[config.mk]
export PLATFORM = sky130hd
export DESIGN_NAME = if_stage_flat
export DESIGN_NICKNAME = d
export VERILOG_FILES = /design/src/rtl/if_stage_pkg.sv /design/src/rtl/if_stage_if.sv /design/src/rtl/if_skid_buf.sv /design/src/rtl/if_stage.sv /design/src/flat_wrapper.sv
export SDC_FILE = /design/constraint.sdc
export NUM_CORES = 1
export LEC_CHECK = 0
export ABC_CLOCK_PERIOD_IN_PS = 2850
export CAP_MARGIN = 20
export CORE_MARGIN = 4
export CORE_UTILIZATION = 50
export CTS_BUF_LIST = sky130_fd_sc_hd__clkbuf_4 sky130_fd_sc_hd__clkbuf_8
export DETAILED_ROUTE_END_ITERATION = 8
export PLACE_DENSITY = 0.82
export SLEW_MARGIN = 20
export SYNTH_ARGS = -nofsm -noshare
export SYNTH_HDL_FRONTEND = slang
export SYNTH_SLANG_ARGS = --single-unit
[constraint.sdc]
create_clock -name clk -period 2.85 [get_ports clk]
set_input_delay 0.7125 -clock clk [delete_from_list [all_inputs] [get_ports clk]]
set_output_delay 0.7125 -clock clk [all_outputs]
set_load 0.03 [all_outputs]
[src/rtl/if_stage_pkg.sv]
// Shared pipeline definitions for the instruction-fetch stage: encodings, sentinel values,
// FSM states and the IF/ID bundle layout.
package if_stage_pkg;

  localparam int unsigned XLEN = 32;

  localparam logic [XLEN-1:0] IF_NOP    = 32'h0000_0000;
  localparam logic [XLEN-1:0] IF_BRK_PC = 32'hFFFF_FFFF;

  typedef enum logic {
    StRun  = 1'b0,
    StHalt = 1'b1
  } if_state_e;

  typedef struct packed {
    logic            valid;
    logic [XLEN-1:0] instr;
    logic [XLEN-1:0] pc;
    logic [XLEN-1:0] pc_plus4;
  } if_id_t;

  function automatic logic [XLEN-1:0] pc_inc(input logic [XLEN-1:0] pc);
    return pc + 32'd4;
  endfunction

endpackage

[src/rtl/if_stage_if.sv]
// Bundle between the fetch stage and its neighbours: PC register, hazard unit,
// instruction memory and the IF/ID consumer.
interface if_stage_if #(
  parameter int unsigned AW = 8
);
  import if_stage_pkg::*;

  logic [XLEN-1:0] PC;
  logic            Stall;
  logic            Flush;
  logic            Continue;
  logic [XLEN-1:0] IMemRdata;

  logic [XLEN-1:0] PCPlus4;
  logic            IMemEn;
  logic [AW-1:0]   IMemAddr;
  logic [XLEN-1:0] IF_ID_Instr;
  logic [XLEN-1:0] IF_ID_PC;
  logic [XLEN-1:0] IF_ID_PCPlus4;
  logic            IF_ID_Valid;
  logic            Halted;
  logic [XLEN-1:0] FetchCount;

  modport master (
    output PC, Stall, Flush, Continue, IMemRdata,
    input  PCPlus4, IMemEn, IMemAddr, IF_ID_Instr, IF_ID_PC, IF_ID_PCPlus4, IF_ID_Valid,
    input  Halted, FetchCount
  );

  modport slave (
    input  PC, Stall, Flush, Continue, IMemRdata,
    output PCPlus4, IMemEn, IMemAddr, IF_ID_Instr, IF_ID_PC, IF_ID_PCPlus4, IF_ID_Valid,
    output Halted, FetchCount
  );

endinterface

[src/rtl/if_skid_buf.sv]
// Captures the memory response when a stall begins, since the memory output may change
// while its enable is low; presents either the captured or the live word.
module if_skid_buf
  import if_stage_pkg::*;
(
  input  logic            clk,
  input  logic            rst_n,
  input  logic            stall_i,
  input  logic            flush_i,
  input  logic            resp_v_i,
  input  logic [XLEN-1:0] rdata_i,
  output logic [XLEN-1:0] resp_instr_o
);

  logic            hold_v_q, hold_v_d;
  logic [XLEN-1:0] hold_instr_q, hold_instr_d;

  always_comb begin
    hold_v_d     = hold_v_q;
    hold_instr_d = hold_instr_q;
    if (flush_i || !stall_i) begin
      hold_v_d = 1'b0;
    end else if (resp_v_i && !hold_v_q) begin
      // First stalled edge with a live response: this is the last cycle rdata is valid.
      hold_v_d     = 1'b1;
      hold_instr_d = rdata_i;
    end
  end

  always_ff @(posedge clk or negedge rst_n) begin
    if (!rst_n) begin
      hold_v_q     <= 1'b0;
      hold_instr_q <= '0;
    end else begin
      hold_v_q     <= hold_v_d;
      hold_instr_q <= hold_instr_d;
    end
  end

  assign resp_instr_o = hold_v_q ? hold_instr_q : rdata_i;

endmodule

[src/rtl/if_stage.sv]
// Instruction-fetch stage: issues reads to a 1-cycle synchronous instruction memory, loads
// the IF/ID register, and runs the break/continue halt protocol on the sentinel PC.
module if_stage
  import if_stage_pkg::*;
#(
  parameter int unsigned     AW     = 8,
  parameter logic [XLEN-1:0] NOP    = IF_NOP,
  parameter logic [XLEN-1:0] BRK_PC = IF_BRK_PC
) (
  input logic       clk,
  input logic       rst_n,
  if_stage_if.slave bus
);

  if_state_e       state_q, state_d;
  logic            resp_v_q, resp_v_d;
  logic [XLEN-1:0] pc_q, pc_d;
  if_id_t          if_id_q, if_id_d;
  logic [XLEN-1:0] fetch_count_q, fetch_count_d;

  logic            brk_hit;
  logic            imem_en;
  logic            resume;
  logic [XLEN-1:0] resp_instr;

  assign brk_hit = (bus.PC == BRK_PC);
  assign imem_en = (state_q == StRun) && !brk_hit && !bus.Stall;
  assign resume  = (state_q == StHalt) && bus.Continue;

  if_skid_buf u_skid_buf (
    .clk          (clk),
    .rst_n        (rst_n),
    .stall_i      (bus.Stall),
    .flush_i      (bus.Flush),
    .resp_v_i     (resp_v_q),
    .rdata_i      (bus.IMemRdata),
    .resp_instr_o (resp_instr)
  );

  always_comb begin
    state_d = state_q;
    unique case (state_q)
      StRun:   if (brk_hit)      state_d = StHalt;
      StHalt:  if (bus.Continue) state_d = StRun;
      default: state_d = StRun;
    endcase
  end

  always_comb begin
    resp_v_d = resp_v_q;
    pc_d     = pc_q;
    if (bus.Flush) begin
      resp_v_d = 1'b0;
    end else if (!bus.Stall) begin
      resp_v_d = imem_en;
      pc_d     = bus.PC;
    end
    // Leaving HALT restarts fetch cleanly from the reloaded PC.
    if (resume) begin
      resp_v_d = 1'b0;
    end
  end

  always_comb begin
    if_id_d       = if_id_q;
    fetch_count_d = fetch_count_q;
    if (bus.Flush) begin
      if_id_d.valid = 1'b0;
      if_id_d.instr = NOP;
    end else if (!bus.Stall) begin
      if_id_d.valid    = resp_v_q;
      if_id_d.instr    = resp_v_q ? resp_instr : NOP;
      if_id_d.pc       = pc_q;
      if_id_d.pc_plus4 = pc_inc(pc_q);
      if (resp_v_q) begin
        fetch_count_d = fetch_count_q + 32'd1;
      end
    end
  end

  always_ff @(posedge clk or negedge rst_n) begin
    if (!rst_n) begin
      state_q       <= StRun;
      resp_v_q      <= 1'b0;
      pc_q          <= '0;
      if_id_q       <= '{valid: 1'b0, instr: NOP, pc: '0, pc_plus4: '0};
      fetch_count_q <= '0;
    end else begin
      state_q       <= state_d;
      resp_v_q      <= resp_v_d;
      pc_q          <= pc_d;
      if_id_q       <= if_id_d;
      fetch_count_q <= fetch_count_d;
    end
  end

  assign bus.PCPlus4       = pc_inc(bus.PC);
  assign bus.IMemEn        = imem_en;
  assign bus.IMemAddr      = bus.PC[AW+1:2];
  assign bus.IF_ID_Instr   = if_id_q.instr;
  assign bus.IF_ID_PC      = if_id_q.pc;
  assign bus.IF_ID_PCPlus4 = if_id_q.pc_plus4;
  assign bus.IF_ID_Valid   = if_id_q.valid;
  assign bus.Halted        = (state_q == StHalt);
  assign bus.FetchCount    = fetch_count_q;

endmodule

[src/flat_wrapper.sv]
// flat-port wrapper written by rule: the top's interface ports become plain ports
module if_stage_flat import if_stage_pkg::*;
#(
  parameter int unsigned     AW     = 8,
  parameter logic [XLEN-1:0] NOP    = IF_NOP,
  parameter logic [XLEN-1:0] BRK_PC = IF_BRK_PC
)
  (clk, rst_n, bus_PC, bus_Stall, bus_Flush, bus_Continue, bus_IMemRdata, bus_PCPlus4, bus_IMemEn, bus_IMemAddr, bus_IF_ID_Instr, bus_IF_ID_PC, bus_IF_ID_PCPlus4, bus_IF_ID_Valid, bus_Halted, bus_FetchCount);
  if_stage_if #(.AW(AW)) bus_i ();
  input logic clk;
  input logic rst_n;
  input wire logic [$bits(bus_i.PC)-1:0] bus_PC;
  input wire logic [$bits(bus_i.Stall)-1:0] bus_Stall;
  input wire logic [$bits(bus_i.Flush)-1:0] bus_Flush;
  input wire logic [$bits(bus_i.Continue)-1:0] bus_Continue;
  input wire logic [$bits(bus_i.IMemRdata)-1:0] bus_IMemRdata;
  output wire logic [$bits(bus_i.PCPlus4)-1:0] bus_PCPlus4;
  output wire logic [$bits(bus_i.IMemEn)-1:0] bus_IMemEn;
  output wire logic [$bits(bus_i.IMemAddr)-1:0] bus_IMemAddr;
  output wire logic [$bits(bus_i.IF_ID_Instr)-1:0] bus_IF_ID_Instr;
  output wire logic [$bits(bus_i.IF_ID_PC)-1:0] bus_IF_ID_PC;
  output wire logic [$bits(bus_i.IF_ID_PCPlus4)-1:0] bus_IF_ID_PCPlus4;
  output wire logic [$bits(bus_i.IF_ID_Valid)-1:0] bus_IF_ID_Valid;
  output wire logic [$bits(bus_i.Halted)-1:0] bus_Halted;
  output wire logic [$bits(bus_i.FetchCount)-1:0] bus_FetchCount;
  assign bus_i.PC = bus_PC;
  assign bus_i.Stall = bus_Stall;
  assign bus_i.Flush = bus_Flush;
  assign bus_i.Continue = bus_Continue;
  assign bus_i.IMemRdata = bus_IMemRdata;
  assign bus_PCPlus4 = bus_i.PCPlus4;
  assign bus_IMemEn = bus_i.IMemEn;
  assign bus_IMemAddr = bus_i.IMemAddr;
  assign bus_IF_ID_Instr = bus_i.IF_ID_Instr;
  assign bus_IF_ID_PC = bus_i.IF_ID_PC;
  assign bus_IF_ID_PCPlus4 = bus_i.IF_ID_PCPlus4;
  assign bus_IF_ID_Valid = bus_i.IF_ID_Valid;
  assign bus_Halted = bus_i.Halted;
  assign bus_FetchCount = bus_i.FetchCount;
  if_stage #(.AW(AW), .NOP(NOP), .BRK_PC(BRK_PC)) u_core (.clk(clk), .rst_n(rst_n), .bus(bus_i));
endmodule
==> reports/qor.yml, run 1 <==
cellLeakagePower_nw: 5.64
finalCritPeriodShare_pct: 101
avgSynthCellArea_um2: 9.88
critPathMaxStageDelay_ns: 0.34
yosys_warnings: 0
relSlewSlack_pct: 57.4
synthCells: 908
fin_worst_skew_ns: 0.0136
routed.top_layer: "met4"
h-tree-depth: 4
drv_slew: 0
drt.antenna.violating_nets: 0
status: "finished, violations left"
setup_viol: 1
synth_top_area_share_pct: 54.1
path_class: "in -> out"
clkTransAtPathRegs_ns: 0.10
clockBufferDepth: 2
max_slew.worst_pin.slew_ns: 0.637
crit_fanout: 3
drt_iter0_drc: 553
pin_count: 240
critPathSlowestCell: "nor4_4"
clock_sinks: 194
cap_violations: 0
hold_violations: 0
cts_tree: "built"
fin_crit_ns: 2.87
grt_pass1_wl_um: 39800
peakVddDrop_uv: 324
grt.total_usage_pct: 24.7
fp-row-count: 48
grt_overflow_total: 0
grt_max_degree: 57
crit_required_ns: 2.14
max_freq_mhz: 348
cpMostUsedCell: "buf_4"
cts-buffers-inserted: 17
yosysSeqAreaShare_pct: 54.1
end_kind: "primary output"
clockRootBuffer: "clkbuf_8"
setup-tns-final_ns: -0.0238
die_h_um: 142
path_cells: "buf_4, nand3_4, nor4_4, buf_4, nand4_1, nor3b_4, buf_6"
crit_path_start_kind: "input pin"
die_w_um: 142
gp_congestion: 0.916
routed_wl_um: 24800
m1WireLength_um: 10600
violations: "negative setup slack"
num_antenna_cells: 0
fin_nets: 1253
dp_hpwl_um: 18000
holdBufCountCts: 0
synth_nets: 980
synthFlopType: "dfrtp_1"
antenna_found_initial: 0
synth_top_area_cell: "dfrtp_1"
ys_top_cells_by_area: "dfrtp_1, nand2_1, xnor2_1"
dieArea_um2: 20100
postPlaceCellArea_um2: 12000
port_buffers: 239
ys_ff_latch: 194
drc: 0
fin_area_um2: 12500
via_per_inst: 5.44
firstDrtPassIters: 9
async_flop_share_pct: 100
areaGrowthSynthToFinish_pct: 39.3
vias: 7716
start_util_pct: 51.5
wl_met2_um: 11600
timing.final.ws_setup_ns: -0.0238
hold_path_class: "in -> async"
grt_pass1_vias: 7698
synth_edf_count: 0
clk_latency_ns: 0.47
wire_per_inst_um: 17.5
netlist_area_um2: 8970
drive_above_1_share_pct: 18.4
ys_types: 43
dr_wl_met3_um: 2010
coreArea_um2: 17400
arrival_ns: 2.16
pre_cts_slack_ns: -0.859
power_density_nw_per_um2: 552
==> cell families (layout without fill, tap and decap cells) <==
kind of cell	after synthesis	count (layout)	synth area share, %
simple gates	408	408	21.0
flops	194	194	54.1
compound gates	91	91	5.73
xor+xnor	73	73	7.13
buf+inv	73	359	3.78
mux	66	66	7.82
fa+ha+maj	3	3	0.418
==> power by group <==
| group | switching [W] | total, W | leakage (nW) | internal, W |
|---|---|---|---|---|
| clock | 0.00103 | 0.00168 | 0.182 | 0.000654 |
| sequential | 0.000298 | 0.00341 | 2.46 | 0.00311 |
| combinational | 0.00101 | 0.00180 | 3.00 | 0.000789 |
| total | 0.00234 | 0.00690 | 5.64 | 0.00456 |
==> synth_stat cells, types with 2 or more instances <==
cell        n
a22oi_1     3
nor2_1     24
nor3_1     18
and4_1     10
buf_4      12
ha_1        3
mux2i_1    33
or2_2       2
a21o_1      3
mux2_2     33
buf_6       2
nand2_1   241
and3_1     13
nor4_1     12
xor2_1     26
o31ai_1     9
xnor2_1    47
nand4_1    20
dfrtp_1   194
a31oi_1    11
o21ai_0    62
clkbuf_1   39
nor3b_1     2
or4_1      10
buf_1       5
nand3_1    39
inv_1      11
buf_2       4
and2_1      6
==> worst paths after layout <==
kind / start / to / slack, ns / depth (start not counted)
worst min register to register: u_core.pc_q[0] / u_core.bus.IF_ID_PCPlus4[0] / 0.48 / 2
worst max register to register: u_core.pc_q[2] / u_core.bus.IF_ID_PCPlus4[20] / 0.40 / 5
max in group asynchronous: rst_n / u_core.bus.IF_ID_PC[20] / 1.99 / 2
worst max-delay path: bus_PC[14] / bus_IMemEn / -0.02 / 7
worst min-delay path: rst_n / u_core.bus.FetchCount[31] / 0.20 / 1
min in group clk: u_core.pc_q[0] / u_core.bus.IF_ID_PCPlus4[0] / 0.48 / 2
==> state kept, by name, indices dropped and copies added (netlist names) <==
register,flops
u_core.bus.FetchCount,32
u_core.bus.IF_ID_Instr,32
u_core.bus.IF_ID_PCPlus4,32
u_core.pc_q,32
u_core.u_skid_buf.hold_instr_q,32
u_core.bus.IF_ID_PC,30
u_core.bus.Halted,1
u_core.bus.IF_ID_Valid,1
u_core.resp_v_q,1
u_core.u_skid_buf.hold_v_q,1
==> layout by cell type, fill, tap and decap left out, types with 4 or more instances in the layout <==
cell             instances
or4_1                   10
clkbuf_8                19
xnor2_1                 37
nand3_1                 35
xor2_1                  26
buf_2                    7
nor4_1                  10
o21ai_0                 62
inv_1                   11
nand2_1                238
and2_1                   6
o31ai_1                  9
buf_6                   10
mux2_2                  33
and4_1                   9
and3_1                  13
inv_6                    4
dlygate4sd2_1           16
xnor2_2                 10
buf_4                   94
mux2i_1                 33
dfrtp_1                193
buf_12                   5
nor3_1                  17
nor2_1                  21
a31oi_1                 11
clkdlybuf4s50_1        178
nand4_1                 20
==> critical path, delay by kind of cell <==
kind                   cells  cell delay (ns)
buffers and inverters      3             0.46
and+or+nand+nor            4             0.98
==> through the flow <==
stage | power [W] | hold slack, ns | instances | utilization [%]
finish | 0.00690 | 0.195 | 1419 | 71.8
global route | 0.00725 | 0.205 | 1419 | 71.8
CTS | 0.00693 | 0.192 | 1418 | 71.5
detailed placement | 0.00526 | 0.462 | 1380 | 68.6
global placement | 0.00521 | 0.446 | 1380 | 68.6
floorplan | 0.00436 | 0.417 | 908 | -
==> what timing repair did <==
item | in CTS | in global routing
pin swaps | 21 | 11
gates cloned | 1 | 0
buffers inserted | 5 | 1
gates resized for setup | 85 | 22
endpoints found under the setup margin | 24 | 10
==> per-layer routing <==
metal	up-vias	global-route usage [%]
met5	-	0
li1	3616	-
met2	315	39.0
met3	47	6.72
met1	3738	33.3
met4	0	8.69
==> final cells by class <==
cell class | instances | area [um^2]
clock inverter | 14 | 119
sequential | 194 | 4860
fill | 1271 | 4920
tap | 225 | 282
clock buffer | 18 | 248
timing repair buffer | 316 | 2960
multi-input combinational | 641 | 4000
inverter | 11 | 41.3
Note: power is estimated with default switching activity, not from simulation.
==> run 2, diff against run 1 <==
--- a/config.mk
+++ b/config.mk
@@ -10,6 +10,7 @@
 export CORE_MARGIN = 4
 export CORE_UTILIZATION = 50
 export CTS_BUF_LIST = sky130_fd_sc_hd__clkbuf_4 sky130_fd_sc_hd__clkbuf_8
+export CTS_CLUSTER_SIZE = 16
 export DETAILED_ROUTE_END_ITERATION = 8
 export PLACE_DENSITY = 0.82
 export SLEW_MARGIN = 20
==> results of run 2 <==
Same layout as run 1: the final DEF is identical, and so are final timing and power.
==> run 3, diff against run 2 <==
--- a/config.mk
+++ b/config.mk
@@ -12,6 +12,7 @@
 export CTS_BUF_LIST = sky130_fd_sc_hd__clkbuf_4 sky130_fd_sc_hd__clkbuf_8
 export CTS_CLUSTER_SIZE = 16
 export DETAILED_ROUTE_END_ITERATION = 8
+export MAX_ROUTING_LAYER = met4
 export PLACE_DENSITY = 0.82
 export SLEW_MARGIN = 20
 export SYNTH_ARGS = -nofsm -noshare
==> run 3 against run 2 <==
Against the previous run: the run now ends clean; via count down 1.2%; design area down 0.63%; sequential power about the same; power about the same; sequential share of layout area up 0.25 points; clock power about the same; worst hold slack better by 0.033 ns; cell count down 0.42%; clock skew up 0.0032 ns; first-iteration DRC count down 9.4%; routed wire length down 1.6%; critical path type unchanged; largest power group unchanged.
==> reports/qor.yml, run 3 (synthesis gave the netlist of run 1 again) <==
arrival_ns: 2.09  # was 2.16 ns
grt_max_degree: 62  # was 57
status: "completed"  # was finished, violations left
grt_overflow_total: 0  # unchanged
antenna_found_initial: 0  # unchanged
port_buffers: 239  # unchanged
regArea_um2: 4860  # unchanged
cts_tree: "built"  # unchanged
cellLeakagePower_nw: 5.61  # was 5.64 nW
path_cells: "dlygate4sd2_1, nand3_2, nor4_2, buf_4, buf_8, nand4_1, xnor2_1, buf_4"  # was buf_4, nand3_4, nor4_4, buf_4, nand4_1, nor3b_4, buf_6
clk_latency_ns: 0.47  # about the same
fp-row-count: 48  # unchanged
p_sw_share_pct: 33.9  # about the same
grt_pass1_wl_um: 39000  # was 39800 um
clockBufferDepth: 2  # unchanged
max_slew.worst_pin.slew_ns: 0.603  # was 0.637 ns
fin_nets: 1247  # was 1253
cpMostUsedCell: "buf_4"  # unchanged
via_per_inst: 5.39  # was 5.44
routed_wl_um: 24400  # was 24800 um
areaGrowthSynthToFinish_pct: 38.5  # was 39.3%
max_freq_mhz: 357  # was 348 MHz
grt.total_usage_pct: 25.2  # was 24.7%
grt_pass1_vias: 7548  # was 7698
clockRootBuffer: "clkbuf_8"  # unchanged
path_class: "in -> out"  # unchanged
die_h_um: 142  # unchanged
setup_viol: 0  # was 1
drc: 0  # unchanged
clkPwrFrac_pct: 24.6  # was 24.4%
num_antenna_cells: 0  # unchanged
power_frac_seq_pct: 49.4  # was 49.5%
end_kind: "primary output"  # unchanged
hold_violations: 0  # unchanged
fin_cells: 1413  # was 1419
wire_per_inst_um: 17.3  # was 17.5 um
start_util_pct: 51.5  # unchanged
fin_crit_ns: 2.80  # was 2.87 ns
p_comb_share_pct: 26.0  # was 26.1%
dieArea_um2: 20100  # unchanged
fill_cells: 1325  # was 1271
cap_violations: 0  # unchanged
hold_path_class: "in -> async"  # unchanged
crit_required_ns: 2.14  # about the same
cp_top_family: "buffers and inverters"  # was simple AND/OR/NAND/NOR gates
rsz0062_at_grt: "false"
crit_buf_inv: 4  # was 3
dp_hpwl_um: 18100  # was 18000 um
coreArea_um2: 17400  # unchanged
clock_sinks: 194  # unchanged
layout_commonest_cell: "nand2_1"  # unchanged
critPathSlowestCell: "dlygate4sd2_1"  # was nor4_4
crit_fanout: 7  # was 3
relSlewSlack_pct: 59.7  # was 57.4%
gp_congestion: 0.939  # was 0.916
drt_iter0_drc: 501  # was 553
cts-buffers-inserted: 17  # unchanged
finalCritPeriodShare_pct: 98.2  # was 101%
power_density_nw_per_um2: 555  # was 552 nW/um^2
peakVddDrop_uv: 331  # was 324 uV
drv_slew: 0  # unchanged
setup-tns-final_ns: 0  # was -0.0238 ns
die_w_um: 142  # unchanged
drive_above_1_share_pct: 17.3  # was 18.4%
h-tree-depth: 4  # unchanged
pin_count: 240  # unchanged
numPlacedInstances: 1378  # was 1380
critPathMaxStageDelay_ns: 0.22  # was 0.34 ns
drt.antenna.violating_nets: 0  # unchanged
p_int_w: 0.00455  # was 0.00456 W
p_switching_w: 0.00234  # about the same
firstDrtPassIters: 6  # was 9
clkTransAtPathRegs_ns: 0.10  # about the same
post-route-util_pct: 71.3  # was 71.8%
fin_worst_skew_ns: 0.0168  # was 0.0136 ns
multi_input_area_um2: 3940  # was 4000 um^2
crit_path_start_kind: "input pin"  # unchanged
vias: 7620  # was 7716
final_cell_mix: "nand2_1, dfrtp_1, clkdlybuf4s50_1"  # unchanged
## run 3: cell count changes in the layout (fill, tap and decap cells not counted), sizes merged
cell           before  now
inv                18   16
dlygate4sd2        16   20
clkinvlp            3    4
clkbuf             20   25
buf               118  102
dlymetal6s2s        1    2
clkdlybuf4s15       1    2
## run 3: power by group through the flow
stage          logic [W]  registers (W)  clock network [W]
2_1_floorplan   0.000599        0.00376                  0
3_3_place_gp     0.00178        0.00343                  0
3_5_place_dp     0.00181        0.00346                  0
4_1_cts          0.00181        0.00340            0.00174
5_1_grt          0.00193        0.00346            0.00185
6_report         0.00179        0.00340            0.00170
## run 3: per-stage QoR
step	setup WS [ns]	hold slack, ns	power [W]	area, um^2
final	0.0522	0.228	0.00689	12400
after detailed placement	-0.711	0.461	0.00527	12000
after global routing	0.00305	0.234	0.00724	12400
after CTS	0.00291	0.213	0.00696	12400
after global placement	-0.690	0.452	0.00521	12000
after floorplan	-0.00289	0.417	0.00436	9060
## run 3: what timing repair did
action	4_1_cts	5_1_grt
setup buffers	1	1
setup endpoints to repair	24	14
gates cloned	1	0
pin swaps	16	10
hold buffers	0	0
hold endpoints to repair	0	0
resized for setup	58	11
## run 3: final cells by class
class / instances / area share [%]
Tap cell: 225 / 2.27
Inverter: 11 / 0.332
Sequential cell: 194 / 39.1
Timing Repair Buffer: 310 / 23.6
Clock buffer: 19 / 2.00
Multi-Input combinational cell: 641 / 31.7
Clock inverter: 13 / 0.997
## run 3: final timing paths
check                                           from                            to  slack, ns  depth (start not counted)
max                                       bus_PC[13]               bus_PCPlus4[23]       0.05                          8
min                                            rst_n     u_core.bus.FetchCount[31]       0.23                          1
max reg2reg                           u_core.pc_q[2]  u_core.bus.IF_ID_PCPlus4[28]       0.41                          5
min reg2reg                u_core.bus.FetchCount[31]     u_core.bus.FetchCount[31]       0.47                          1
max in group asynchronous                      rst_n    u_core.u_skid_buf.hold_v_q       1.97                          2
min in group clk           u_core.bus.FetchCount[31]     u_core.bus.FetchCount[31]       0.47                          1
## run 3: per-layer routing
| metal | share of wire [%] | routed length (um) | global-route usage (%) | up-vias |
|---|---|---|---|---|
| met5 | 0 | 0 | - | - |
| met3 | 8.3 | 2020 | 6.99 | 37 |
| met4 | 1.7 | 414 | 7.12 | 0 |
| met1 | 42 | 10300 | 32.3 | 3696 |
| li1 | - | - | - | 3614 |
| met2 | 48 | 11600 | 39.6 | 273 |
## run 3: worst reg2reg max path: stages (launching register included)
cell and delay (ns):
dfrtp_1 0.47, ha_1 0.28, nand3_1 0.22, or3_2 0.64, or4_1 0.54, a31oi_1 0.21
